==> src/rtl/sparsity_flag_encoder_if.sv <==
// Handshake and result bundle between the sparsity flag encoder and its environment.
// The encoder takes the master view; the producer/consumer side takes the slave view.
interface sparsity_flag_encoder_if #(
  parameter int DATA_WIDTH = 8,
  parameter int ADDR_WIDTH = 6
);
  logic                  start;
  logic                  in_valid;
  logic                  in_ready;
  logic [DATA_WIDTH-1:0] in_data;
  logic                  in_last;
  logic                  flag_wr_req;
  logic [ADDR_WIDTH-1:0] flag_wr_addr;
  logic                  flag_wr_data;
  logic                  nz_valid;
  logic                  nz_ready;
  logic [DATA_WIDTH-1:0] nz_data;
  logic                  done;
  logic [ADDR_WIDTH:0]   nz_count;
  logic                  overflow;

  modport master (
    input  start, in_valid, in_data, in_last, nz_ready,
    output in_ready, flag_wr_req, flag_wr_addr, flag_wr_data,
           nz_valid, nz_data, done, nz_count, overflow
  );

  modport slave (
    output start, in_valid, in_data, in_last, nz_ready,
    input  in_ready, flag_wr_req, flag_wr_addr, flag_wr_data,
           nz_valid, nz_data, done, nz_count, overflow
  );
endinterface

==> src/rtl/sparsity_flag_encoder.sv <==
// Writes one zero/non-zero flag per dense element and forwards only the non-zero elements
// through a 2-entry FIFO; reports the non-zero count and truncation at end of frame.
module sparsity_flag_encoder #(
  parameter int DATA_WIDTH = 8,
  parameter int ADDR_WIDTH = 6
) (
  input  logic                   clk,
  input  logic                   rst,
  input  logic                   clk_en,
  sparsity_flag_encoder_if.master bus
);
  typedef enum logic [1:0] {S_IDLE, S_RUN, S_DRAIN, S_DONE} state_e;

  localparam logic [ADDR_WIDTH-1:0] IDX_MAX = '1;

  state_e                state_q, state_d;
  logic [ADDR_WIDTH-1:0] idx_q, idx_d;
  logic [ADDR_WIDTH:0]   nz_count_q, nz_count_d;
  logic                  overflow_q, overflow_d;
  logic                  flag_req_q, flag_req_d;
  logic [ADDR_WIDTH-1:0] flag_addr_q, flag_addr_d;
  logic                  flag_data_q, flag_data_d;
  logic [DATA_WIDTH-1:0] mem_q [2];
  logic [DATA_WIDTH-1:0] mem_d [2];
  logic                  wr_ptr_q, wr_ptr_d;
  logic                  rd_ptr_q, rd_ptr_d;
  logic [1:0]            occ_q, occ_d;

  logic in_ready_c, done_c, nz_valid_c;
  logic accept, push, pop, elem_nz, frame_end, start_frame;

  assign elem_nz     = |bus.in_data;
  assign accept      = bus.in_valid & in_ready_c;
  assign push        = accept & elem_nz;
  assign nz_valid_c  = (occ_q != 2'd0);
  assign pop         = nz_valid_c & bus.nz_ready & clk_en;
  assign frame_end   = bus.in_last | (idx_q == IDX_MAX);
  assign start_frame = (state_q == S_IDLE) & bus.start;

  // FSM state register
  always_ff @(posedge clk) begin
    if (rst) begin
      state_q <= S_IDLE;
    end else if (clk_en) begin
      state_q <= state_d;
    end
  end

  always_comb begin
    state_d = state_q;
    case (state_q)
      S_IDLE:  if (bus.start) state_d = S_RUN;
      S_RUN:   if (accept && frame_end) state_d = S_DRAIN;
      S_DRAIN: if (occ_q == 2'd0) state_d = S_DONE;
      S_DONE:  state_d = S_IDLE;
      default: state_d = S_IDLE;
    endcase
  end

  // Handshake and strobes are gated by clk_en so a frozen block presents nothing new
  always_comb begin
    in_ready_c = clk_en && (state_q == S_RUN) && (occ_q < 2'd2);
    done_c     = clk_en && (state_q == S_DONE);
  end

  always_comb begin
    idx_d       = idx_q;
    nz_count_d  = nz_count_q;
    overflow_d  = overflow_q;
    flag_req_d  = accept;
    flag_addr_d = flag_addr_q;
    flag_data_d = flag_data_q;
    mem_d       = mem_q;
    wr_ptr_d    = wr_ptr_q;
    rd_ptr_d    = rd_ptr_q;
    occ_d       = occ_q;
    if (start_frame) begin
      idx_d      = '0;
      nz_count_d = '0;
      overflow_d = 1'b0;
    end
    if (accept) begin
      flag_addr_d = idx_q;
      flag_data_d = elem_nz;
      idx_d       = idx_q + ADDR_WIDTH'(1);
      if ((idx_q == IDX_MAX) && !bus.in_last) overflow_d = 1'b1;
    end
    if (push) begin
      mem_d[wr_ptr_q] = bus.in_data;
      wr_ptr_d        = ~wr_ptr_q;
      nz_count_d      = nz_count_q + (ADDR_WIDTH+1)'(1);
    end
    if (pop) rd_ptr_d = ~rd_ptr_q;
    case ({push, pop})
      2'b10:   occ_d = occ_q + 2'd1;
      2'b01:   occ_d = occ_q - 2'd1;
      default: occ_d = occ_q;
    endcase
  end

  always_ff @(posedge clk) begin
    if (rst) begin
      idx_q       <= '0;
      nz_count_q  <= '0;
      overflow_q  <= 1'b0;
      flag_req_q  <= 1'b0;
      flag_addr_q <= '0;
      flag_data_q <= 1'b0;
      mem_q[0]    <= '0;
      mem_q[1]    <= '0;
      wr_ptr_q    <= 1'b0;
      rd_ptr_q    <= 1'b0;
      occ_q       <= 2'd0;
    end else if (clk_en) begin
      idx_q       <= idx_d;
      nz_count_q  <= nz_count_d;
      overflow_q  <= overflow_d;
      flag_req_q  <= flag_req_d;
      flag_addr_q <= flag_addr_d;
      flag_data_q <= flag_data_d;
      mem_q       <= mem_d;
      wr_ptr_q    <= wr_ptr_d;
      rd_ptr_q    <= rd_ptr_d;
      occ_q       <= occ_d;
    end
  end

  assign bus.in_ready     = in_ready_c;
  assign bus.flag_wr_req  = flag_req_q & clk_en;
  assign bus.flag_wr_addr = flag_addr_q;
  assign bus.flag_wr_data = flag_data_q;
  assign bus.nz_valid     = nz_valid_c;
  assign bus.nz_data      = mem_q[rd_ptr_q];
  assign bus.done         = done_c;
  assign bus.nz_count     = nz_count_q;
  assign bus.overflow     = overflow_q;
endmodule

==> src/flat_wrapper.sv <==
// flat-port wrapper written by rule: the top's interface ports become plain ports
module sparsity_flag_encoder_flat 
#(
  parameter int DATA_WIDTH = 8,
  parameter int ADDR_WIDTH = 6
)
  (clk, rst, clk_en, bus_start, bus_in_valid, bus_in_data, bus_in_last, bus_nz_ready, bus_in_ready, bus_flag_wr_req, bus_flag_wr_addr, bus_flag_wr_data, bus_nz_valid, bus_nz_data, bus_done, bus_nz_count, bus_overflow);
  sparsity_flag_encoder_if #(.DATA_WIDTH(DATA_WIDTH), .ADDR_WIDTH(ADDR_WIDTH)) bus_i ();
  input  logic clk;
  input  logic rst;
  input  logic clk_en;
  input wire logic [$bits(bus_i.start)-1:0] bus_start;
  input wire logic [$bits(bus_i.in_valid)-1:0] bus_in_valid;
  input wire logic [$bits(bus_i.in_data)-1:0] bus_in_data;
  input wire logic [$bits(bus_i.in_last)-1:0] bus_in_last;
  input wire logic [$bits(bus_i.nz_ready)-1:0] bus_nz_ready;
  output wire logic [$bits(bus_i.in_ready)-1:0] bus_in_ready;
  output wire logic [$bits(bus_i.flag_wr_req)-1:0] bus_flag_wr_req;
  output wire logic [$bits(bus_i.flag_wr_addr)-1:0] bus_flag_wr_addr;
  output wire logic [$bits(bus_i.flag_wr_data)-1:0] bus_flag_wr_data;
  output wire logic [$bits(bus_i.nz_valid)-1:0] bus_nz_valid;
  output wire logic [$bits(bus_i.nz_data)-1:0] bus_nz_data;
  output wire logic [$bits(bus_i.done)-1:0] bus_done;
  output wire logic [$bits(bus_i.nz_count)-1:0] bus_nz_count;
  output wire logic [$bits(bus_i.overflow)-1:0] bus_overflow;
  assign bus_i.start = bus_start;
  assign bus_i.in_valid = bus_in_valid;
  assign bus_i.in_data = bus_in_data;
  assign bus_i.in_last = bus_in_last;
  assign bus_i.nz_ready = bus_nz_ready;
  assign bus_in_ready = bus_i.in_ready;
  assign bus_flag_wr_req = bus_i.flag_wr_req;
  assign bus_flag_wr_addr = bus_i.flag_wr_addr;
  assign bus_flag_wr_data = bus_i.flag_wr_data;
  assign bus_nz_valid = bus_i.nz_valid;
  assign bus_nz_data = bus_i.nz_data;
  assign bus_done = bus_i.done;
  assign bus_nz_count = bus_i.nz_count;
  assign bus_overflow = bus_i.overflow;
  sparsity_flag_encoder #(.DATA_WIDTH(DATA_WIDTH), .ADDR_WIDTH(ADDR_WIDTH)) u_core (.clk(clk), .rst(rst), .clk_en(clk_en), .bus(bus_i));
endmodule
==> config.mk <==
export PLATFORM = sky130hd
export DESIGN_NAME = sparsity_flag_encoder_flat
export DESIGN_NICKNAME = d
export VERILOG_FILES = /design/src/rtl/sparsity_flag_encoder_if.sv /design/src/rtl/sparsity_flag_encoder.sv /design/src/flat_wrapper.sv
export SDC_FILE = /design/constraint.sdc
export NUM_CORES = 1
export LEC_CHECK = 0
export CAP_MARGIN = 20
export CORE_ASPECT_RATIO = 0.6
export CORE_UTILIZATION = 29
export DETAILED_ROUTE_END_ITERATION = 12
export GPL_TIMING_DRIVEN = 1
export PLACE_DENSITY = 0.6
export SYNTH_ARGS = -nofsm -noshare
export SYNTH_HDL_FRONTEND = slang
export SYNTH_SLANG_ARGS = --single-unit
==> constraint.sdc <==
create_clock -name clk -period 5.55 [get_ports clk]
set_input_delay 1.11 -clock clk [delete_from_list [all_inputs] [get_ports clk]]
set_output_delay 1.11 -clock clk [all_outputs]
set_load 0.02 [all_outputs]
==> run_results.csv, run 1 <==
group,metric,value,unit
run_status,status,"finished, violations left",
run_status,failed_checks,"design-rule violations",
clock_tree,h-tree-depth,2,
clock_tree,cts_tree,"built",
setup_path,slowest_delay,0.65,ns
routing,first_iter_violations,58,
grt,antenna_found_initial,0,
clock_tree,hold_buffers,0,
logic_synthesis,postSynthCellCount,244,
routing,drc_errors,3,
routing,routed_wl,5130,µm
finish,antennaDiodeCount,0,
logic_synthesis,syn_area_per_cell,8.635,µm²
floorplan,core_area,6849,µm²
logic_synthesis,post_synth_num_cell_types,40,
clock_tree,clock_path_buffers,2,
setup_path,crit_slowest_cell,"clkdlybuf4s50_1",
logic_synthesis,synth_edf_count,0,
timing,hold_viol,0,
routing,avgRoutedWirePerCell,13.90,µm
timing,fmax,267.9,MHz
placed_design,pre_cts_ws,1.819,ns
setup_path,crit_path_end_kind,"primary output",
grt,track_usage,13.84,%
setup_path,crit_chain,"clkdlybuf4s50_1, nand2_1, nor2_1, clkdlybuf4s50_1",
setup_path,r2r-end,"u_core.occ_q[1]",
timing,fin_skew,0.002374,ns
floorplan,pin_count,42,
grt,grt_pass1_wl,8266,µm
logic_synthesis,yosys.area.top_type,"dfxtp_1",
setup_path,cp-start-kind,"input pin",
timing,worstMarginPinSlew,1.056,ns
floorplan,die_h,68.03,µm
logic_synthesis,yosysMostFrequentCell,"dfxtp_1",
logic_synthesis,ys_top_cells_by_count,"dfxtp_1, nand2_1, a21oi_1, nand3_1, nor2_1",
hold_path,hp-class,"flip-flop to flip-flop",
placed_design,dp_hpwl,3438,µm
clock_tree,insertion_delay,0.29,ns
clock_tree,postCtsResizedCells,0,
timing,whs,0.4530,ns
setup_path,critPathMaxFanout,9,
timing,final.min_clock_period,3.732,ns
hold_path,worstHoldEndpoint,"u_core.mem_q[5]",
power_and_ir_drop,power_density,262.1,nW/µm²
clock_tree,clk_pin_slew,0.06,ns
logic_synthesis,synth_top_area_share,41.81,%
logic_synthesis,synth_seq_area_share,41.81,%
setup_path,required,4.44,ns
logic_synthesis,dominantRegCellSynth,"dfxtp_1",
floorplan,rows,23,
placed_design,port_buffers,41,
routing,first_pass_iters,8,
hold_path,min-delay-start,"u_core.mem_q[5]",
setup_path,reg2reg_from,"u_core.state_q[1]",
setup_path,path_class,"input pin to primary output",
logic_synthesis,syn-cell-area,2107,µm²
logic_synthesis,ys_ff_latch,44,
routing,viasPerCell,5.011,
floorplan,start_util,30.76,%
timing,setup_tns,0,ns
finish,area_growth,29.81,%
setup_path,r2r_cells,10,
floorplan,die_area,7622,µm²
logic_synthesis,async_flop_share,0,%
timing,slew_violations,0,
routing,vias,1849,
clock_tree,root_buffer,"clkbuf_16",
clock_tree,post_cts_buffers,0,
clock_tree,cts_num_sinks,44,
power_and_ir_drop,ir_worst_vdd,0.1177,mV
finish,regArea,880.8,µm²
setup_path,cp.arrival,2.62,ns
placed_design,place.gp.congestion,0.7997,
setup_path,crit_top_cell,"clkdlybuf4s50_1",
grt,grt_pass1_vias,1666,
timing,slew_headroom,29.41,%
job,cap_violations,0,
grt,grt-ovfl-total,0,
finish,finalCoreUtilization,39.93,%
power_and_ir_drop,p_leak,0.9401,nW
finish,multi_input_area,1140,µm²
clock_tree,cts_inserted_buffers,5,
setup_path,reg2reg_slack,3.07,ns
timing,worst_slack,1.818,ns
finish,final_nets,303,
timing,fin_crit_sh,67.25,%
hold_path,whs_path_depth,2,
logic_synthesis,synthTopCellsByArea,"dfxtp_1, a21oi_1, nand2_1, mux2_2, ha_1",
finish,n_fill_cell,692,
floorplan,die_w,112.0,µm
finish,final_layout_size_suffix_gt1_share,8.511,%
logic_synthesis,synth_nets,266,
timing,setup_viol,0,
routing,ant_nets,0,
timing,rsz0062_at_grt,"false",
grt,grt_max_degree,33,
logic_synthesis,synth_warnings,0,
==> cell usage in the layout, fill, tap and decap left out, types with 2 or more instances in the layout <==
cell	count
nand3_1	16
nand2b_1	8
o21ai_0	13
nor2_1	15
or4_1	2
nor4_4	2
clkbuf_16	5
dfxtp_1	44
o21bai_1	2
a31oi_1	2
a211oi_1	3
and3_1	3
xor2_1	2
and2_1	3
mux2i_1	2
nor3b_1	2
nand2_1	35
ha_1	7
a2111oi_0	2
inv_1	6
nand4b_1	3
clkdlybuf4s50_1	41
o311ai_1	2
a21oi_1	30
xnor2_1	6
mux2_2	8
==> cell type report <==
| class | instances | share of cell area [%] |
|---|---|---|
| Multi-Input combinational cell | 180 | 41.67 |
| Sequential cell | 44 | 32.20 |
| Timing Repair Buffer | 43 | 15.69 |
| Clock buffer | 7 | 5.215 |
| Tap cell | 87 | 3.980 |
| Inverter | 7 | 0.9607 |
| Clock inverter | 1 | 0.2745 |
==> stage by stage <==
stage | total power (W) | instance area, µm² | cells
4_1_cts | 0.0007250 | 2724 | 368
5_1_grt | 0.0007473 | 2735 | 369
6_report | 0.0007169 | 2735 | 369
3_5_place_dp | 0.0004217 | 2574 | 360
3_3_place_gp | 0.0004211 | 2574 | 360
2_1_floorplan | 0.0003877 | 2107 | 244
==> logic make-up (layout without fill, tap and decap cells) <==
family / count (synthesis) / after routing / share of synthesized area (%)
AO/OA/AOI/OAI: 60 / 60 / 16.86
XOR/XNOR: 8 / 8 / 3.326
adder cells (fa/ha/maj): 7 / 7 / 4.157
buffers and inverters: 20 / 58 / 4.097
flip-flops: 44 / 44 / 41.80
multiplexers: 10 / 10 / 5.226
AND/OR/NAND/NOR: 95 / 95 / 24.53
==> routing by layer <==
layer / vias to the layer above / share of wire [%] / GRT usage, %
li1: 928 / - / -
met3: 5 / 6.8 / 3.720
met5: - / 0 / 0
met1: 859 / 51 / 19.84
met2: 57 / 41 / 20.19
met4: 0 / 0.66 / 4.000
==> registers in the layout, summed over array words and instances, names as in the netlist <==
register and count:
u_core.bus.flag_wr_data 1, u_core.bus.overflow 1, u_core.idx_q 6, u_core.wr_ptr_q 1
u_core.mem_q 16, u_core.state_q 2, u_core.flag_req_q 1, u_core.bus.flag_wr_addr 6
u_core.rd_ptr_q 1, u_core.occ_q 2, u_core.bus.nz_count 7
==> worst max path at each step <==
stage / start / to / slack [ns] / cells past startpoint
floorplan: clk_en / bus_in_ready / 2.84 / 3
global placement: clk_en / bus_in_ready / 1.82 / 4
detailed placement: clk_en / bus_in_ready / 1.82 / 4
CTS: clk_en / bus_in_ready / 1.81 / 4
global route: clk_en / bus_in_ready / 1.69 / 4
finish: clk_en / bus_in_ready / 1.82 / 4
==> critical path: cells and delay by family <==
family                 cells  cell delay [ns]
buffers and inverters      2             1.26
and+or+nand+nor            2             0.24
==> where the power goes <==
group / total (W) / internal, W / leakage, nW / switching, W
logic: 0.0000854 / 0.0000362 / 0.515 / 0.0000492
registers: 0.000331 / 0.000323 / 0.355 / 0.00000809
clock network: 0.000301 / 0.000179 / 0.0701 / 0.000122
(Power assumes the default switching activity.)
==> run 2: changes to the inputs <==
==> constraint.sdc (replaced) <==
create_clock -name clk -period 3.7 [get_ports clk]
set_input_delay 0.74 -clock clk [delete_from_list [all_inputs] [get_ports clk]]
set_output_delay 0.74 -clock clk [all_outputs]
set_load 0.02 [all_outputs]
==> run 2 against run 1 <==
  * The flow still finishes with violations (design-rule violations)
  * Clock skew rose by 0.00062 ns
  * Clock power rose by 47%
  * Sequential share of layout area fell by 0.13 points
  * Combinational power rose by 50%
  * Sequential power rose by 50%
  * Setup slack got worse by 1.1 ns
  * Utilization rose by 0.16 points
  * Largest power group unchanged
==> run_results.csv, run 2 (same netlist as run 1, synthesis figures left out) <==
group,metric,value,unit
setup_path,cp-start-kind,"input pin",
clock_tree,h-tree-depth,2,
timing,setup_tns,0,ns
hold_path,hp-class,"flip-flop to flip-flop",
clock_tree,cts_num_sinks,44,
routing,avgRoutedWirePerCell,13.49,µm
clock_tree,post_cts_buffers,0,
setup_path,reg2reg_slack,1.45,ns
routing,ant_nets,0,
finish,top_register,"u_core.mem_q",
clock_tree,postCtsResizedCells,0,
setup_path,r2r-end,"u_core.occ_q[1]",
grt,grt_pass1_vias,1681,
finish,antennaDiodeCount,0,
routing,first_pass_iters,8,
setup_path,cp.arrival,2.24,ns
floorplan,die_w,112.0,µm
timing,slew_headroom,56.80,%
timing,fmax,335.0,MHz
job,cap_violations,0,
clock_tree,cts_tree,"built",
routing,routed_wl,5006,µm
timing,hold_viol,0,
grt,track_usage,14.02,%
finish,layout_commonest_cell,"dfxtp_1",
setup_path,critPathMaxFanout,9,
floorplan,core_area,6849,µm²
routing,first_iter_violations,74,
finish,area_growth,30.34,%
clock_tree,clock_path_buffers,2,
clock_tree,cts_inserted_buffers,5,
setup_path,required,2.96,ns
grt,grt_pass1_wl,8411,µm
finish,final_cell_mix,"dfxtp_1, clkdlybuf4s50_1, nand2_1",
timing,worst_slack,0.7152,ns
finish,largest_reg_flops,16,
placed_design,pre_cts_ws,0.7121,ns
hold_path,min-delay-start,"u_core.bus.flag_wr_addr[4]",
setup_path,crit_path_end_kind,"primary output",
clock_tree,insertion_delay,0.28,ns
finish,final_layout_size_suffix_gt1_share,9.155,%
floorplan,rows,23,
floorplan,die_area,7622,µm²
timing,fin_crit_sh,80.67,%
clock_tree,root_buffer,"clkbuf_16",
clock_tree,hold_buffers,0,
run_status,failed_checks,"design-rule violations",
routing,drc_errors,3,
placed_design,place.gp.congestion,0.7651,
routing,vias,1842,
floorplan,die_h,68.03,µm
setup_path,path_class,"input pin to primary output",
placed_design,placed_cells,363,
timing,fin_skew,0.002995,ns
timing,setup_viol,0,
timing,final.min_clock_period,2.985,ns
run_status,status,"finished, violations left",
power_and_ir_drop,ir_worst_vdd,0.1853,mV
floorplan,start_util,30.76,%
hold_path,whs_path_depth,2,
setup_path,reg2reg_from,"u_core.state_q[1]",
clock_tree,clk_pin_slew,0.06,ns
hold_path,worstHoldEndpoint,"u_core.bus.flag_wr_addr[4]",
routing,viasPerCell,4.965,
power_and_ir_drop,p_leak,0.9489,nW
grt,antenna_found_initial,0,
floorplan,pin_count,42,
timing,whs,0.4530,ns
timing,rsz0062_at_grt,"false",
placed_design,dp_hpwl,3561,µm
setup_path,r2r_cells,10,
placed_design,port_buffers,41,
grt,grt-ovfl-total,0,
grt,grt_max_degree,36,
finish,instances_no_fill,371,
timing,worstMarginPinSlew,0.6472,ns
power_and_ir_drop,power_density,388.5,nW/µm²
finish,final_nets,305,
timing,slew_violations,0,
==> run 2: power by group <==
group / switching [W] / total (W) / internal [W]
Clock: 0.000174 / 0.000442 / 0.000269
Combinational: 0.0000732 / 0.000128 / 0.0000550
Sequential: 0.0000126 / 0.000497 / 0.000484
Total: 0.000259 / 0.00107 / 0.000808
==> run 2: worst max path at each step <==
| stage | slack (ns) | cells after the start | end | start |
|---|---|---|---|---|
| after floorplan | 1.44 | 9 | u_core.occ_q[1] | bus_in_data[2] |
| after CTS | 0.70 | 4 | bus_in_ready | clk_en |
| after detailed placement | 0.71 | 9 | u_core.occ_q[1] | bus_in_data[6] |
| after global routing | 0.56 | 4 | bus_in_ready | clk_en |
| after global placement | 0.72 | 4 | bus_in_ready | clk_en |
| final | 0.72 | 4 | bus_in_ready | clk_en |
==> run 2: worst max-delay path, stage by stage <==
cell and delay [ns]:
clkdlybuf4s50_1 0.66, nand2_1 0.13, nor2_1 0.11, clkdlybuf4s50_1 0.61
==> run 2: metrics by stage <==
step | area, µm² | total power [W] | util (%)
final | 2746 | 0.001067 | 40.10
after floorplan | 2107 | 0.0005816 | -
after global routing | 2746 | 0.001118 | 40.10
after CTS | 2746 | 0.001082 | 40.10
after detailed placement | 2596 | 0.0006351 | 37.91
after global placement | 2596 | 0.0006343 | 37.91
==> run 2: layout make-up <==
cell class | instances | area [µm²]
Multi-Input combinational cell | 180 | 1140
Inverter | 7 | 26.28
Tap cell | 87 | 108.9
Fill cell | 706 | 4103
Clock inverter | 1 | 7.507
Sequential cell | 44 | 880.8
Timing Repair Buffer | 45 | 440.4
Clock buffer | 7 | 142.6
==> run 2: routing by layer <==
layer / vias to the layer above / share of wire, % / routed length, µm / GRT usage [%]
met2: 56 / 40 / 2000 / 21.12
li1: 933 / - / - / -
met1: 851 / 53 / 2648 / 20.05
met4: 0 / 0.20 / 10 / 2.500
met5: - / 0 / 0 / 0
met3: 2 / 6.9 / 346 / 3.897
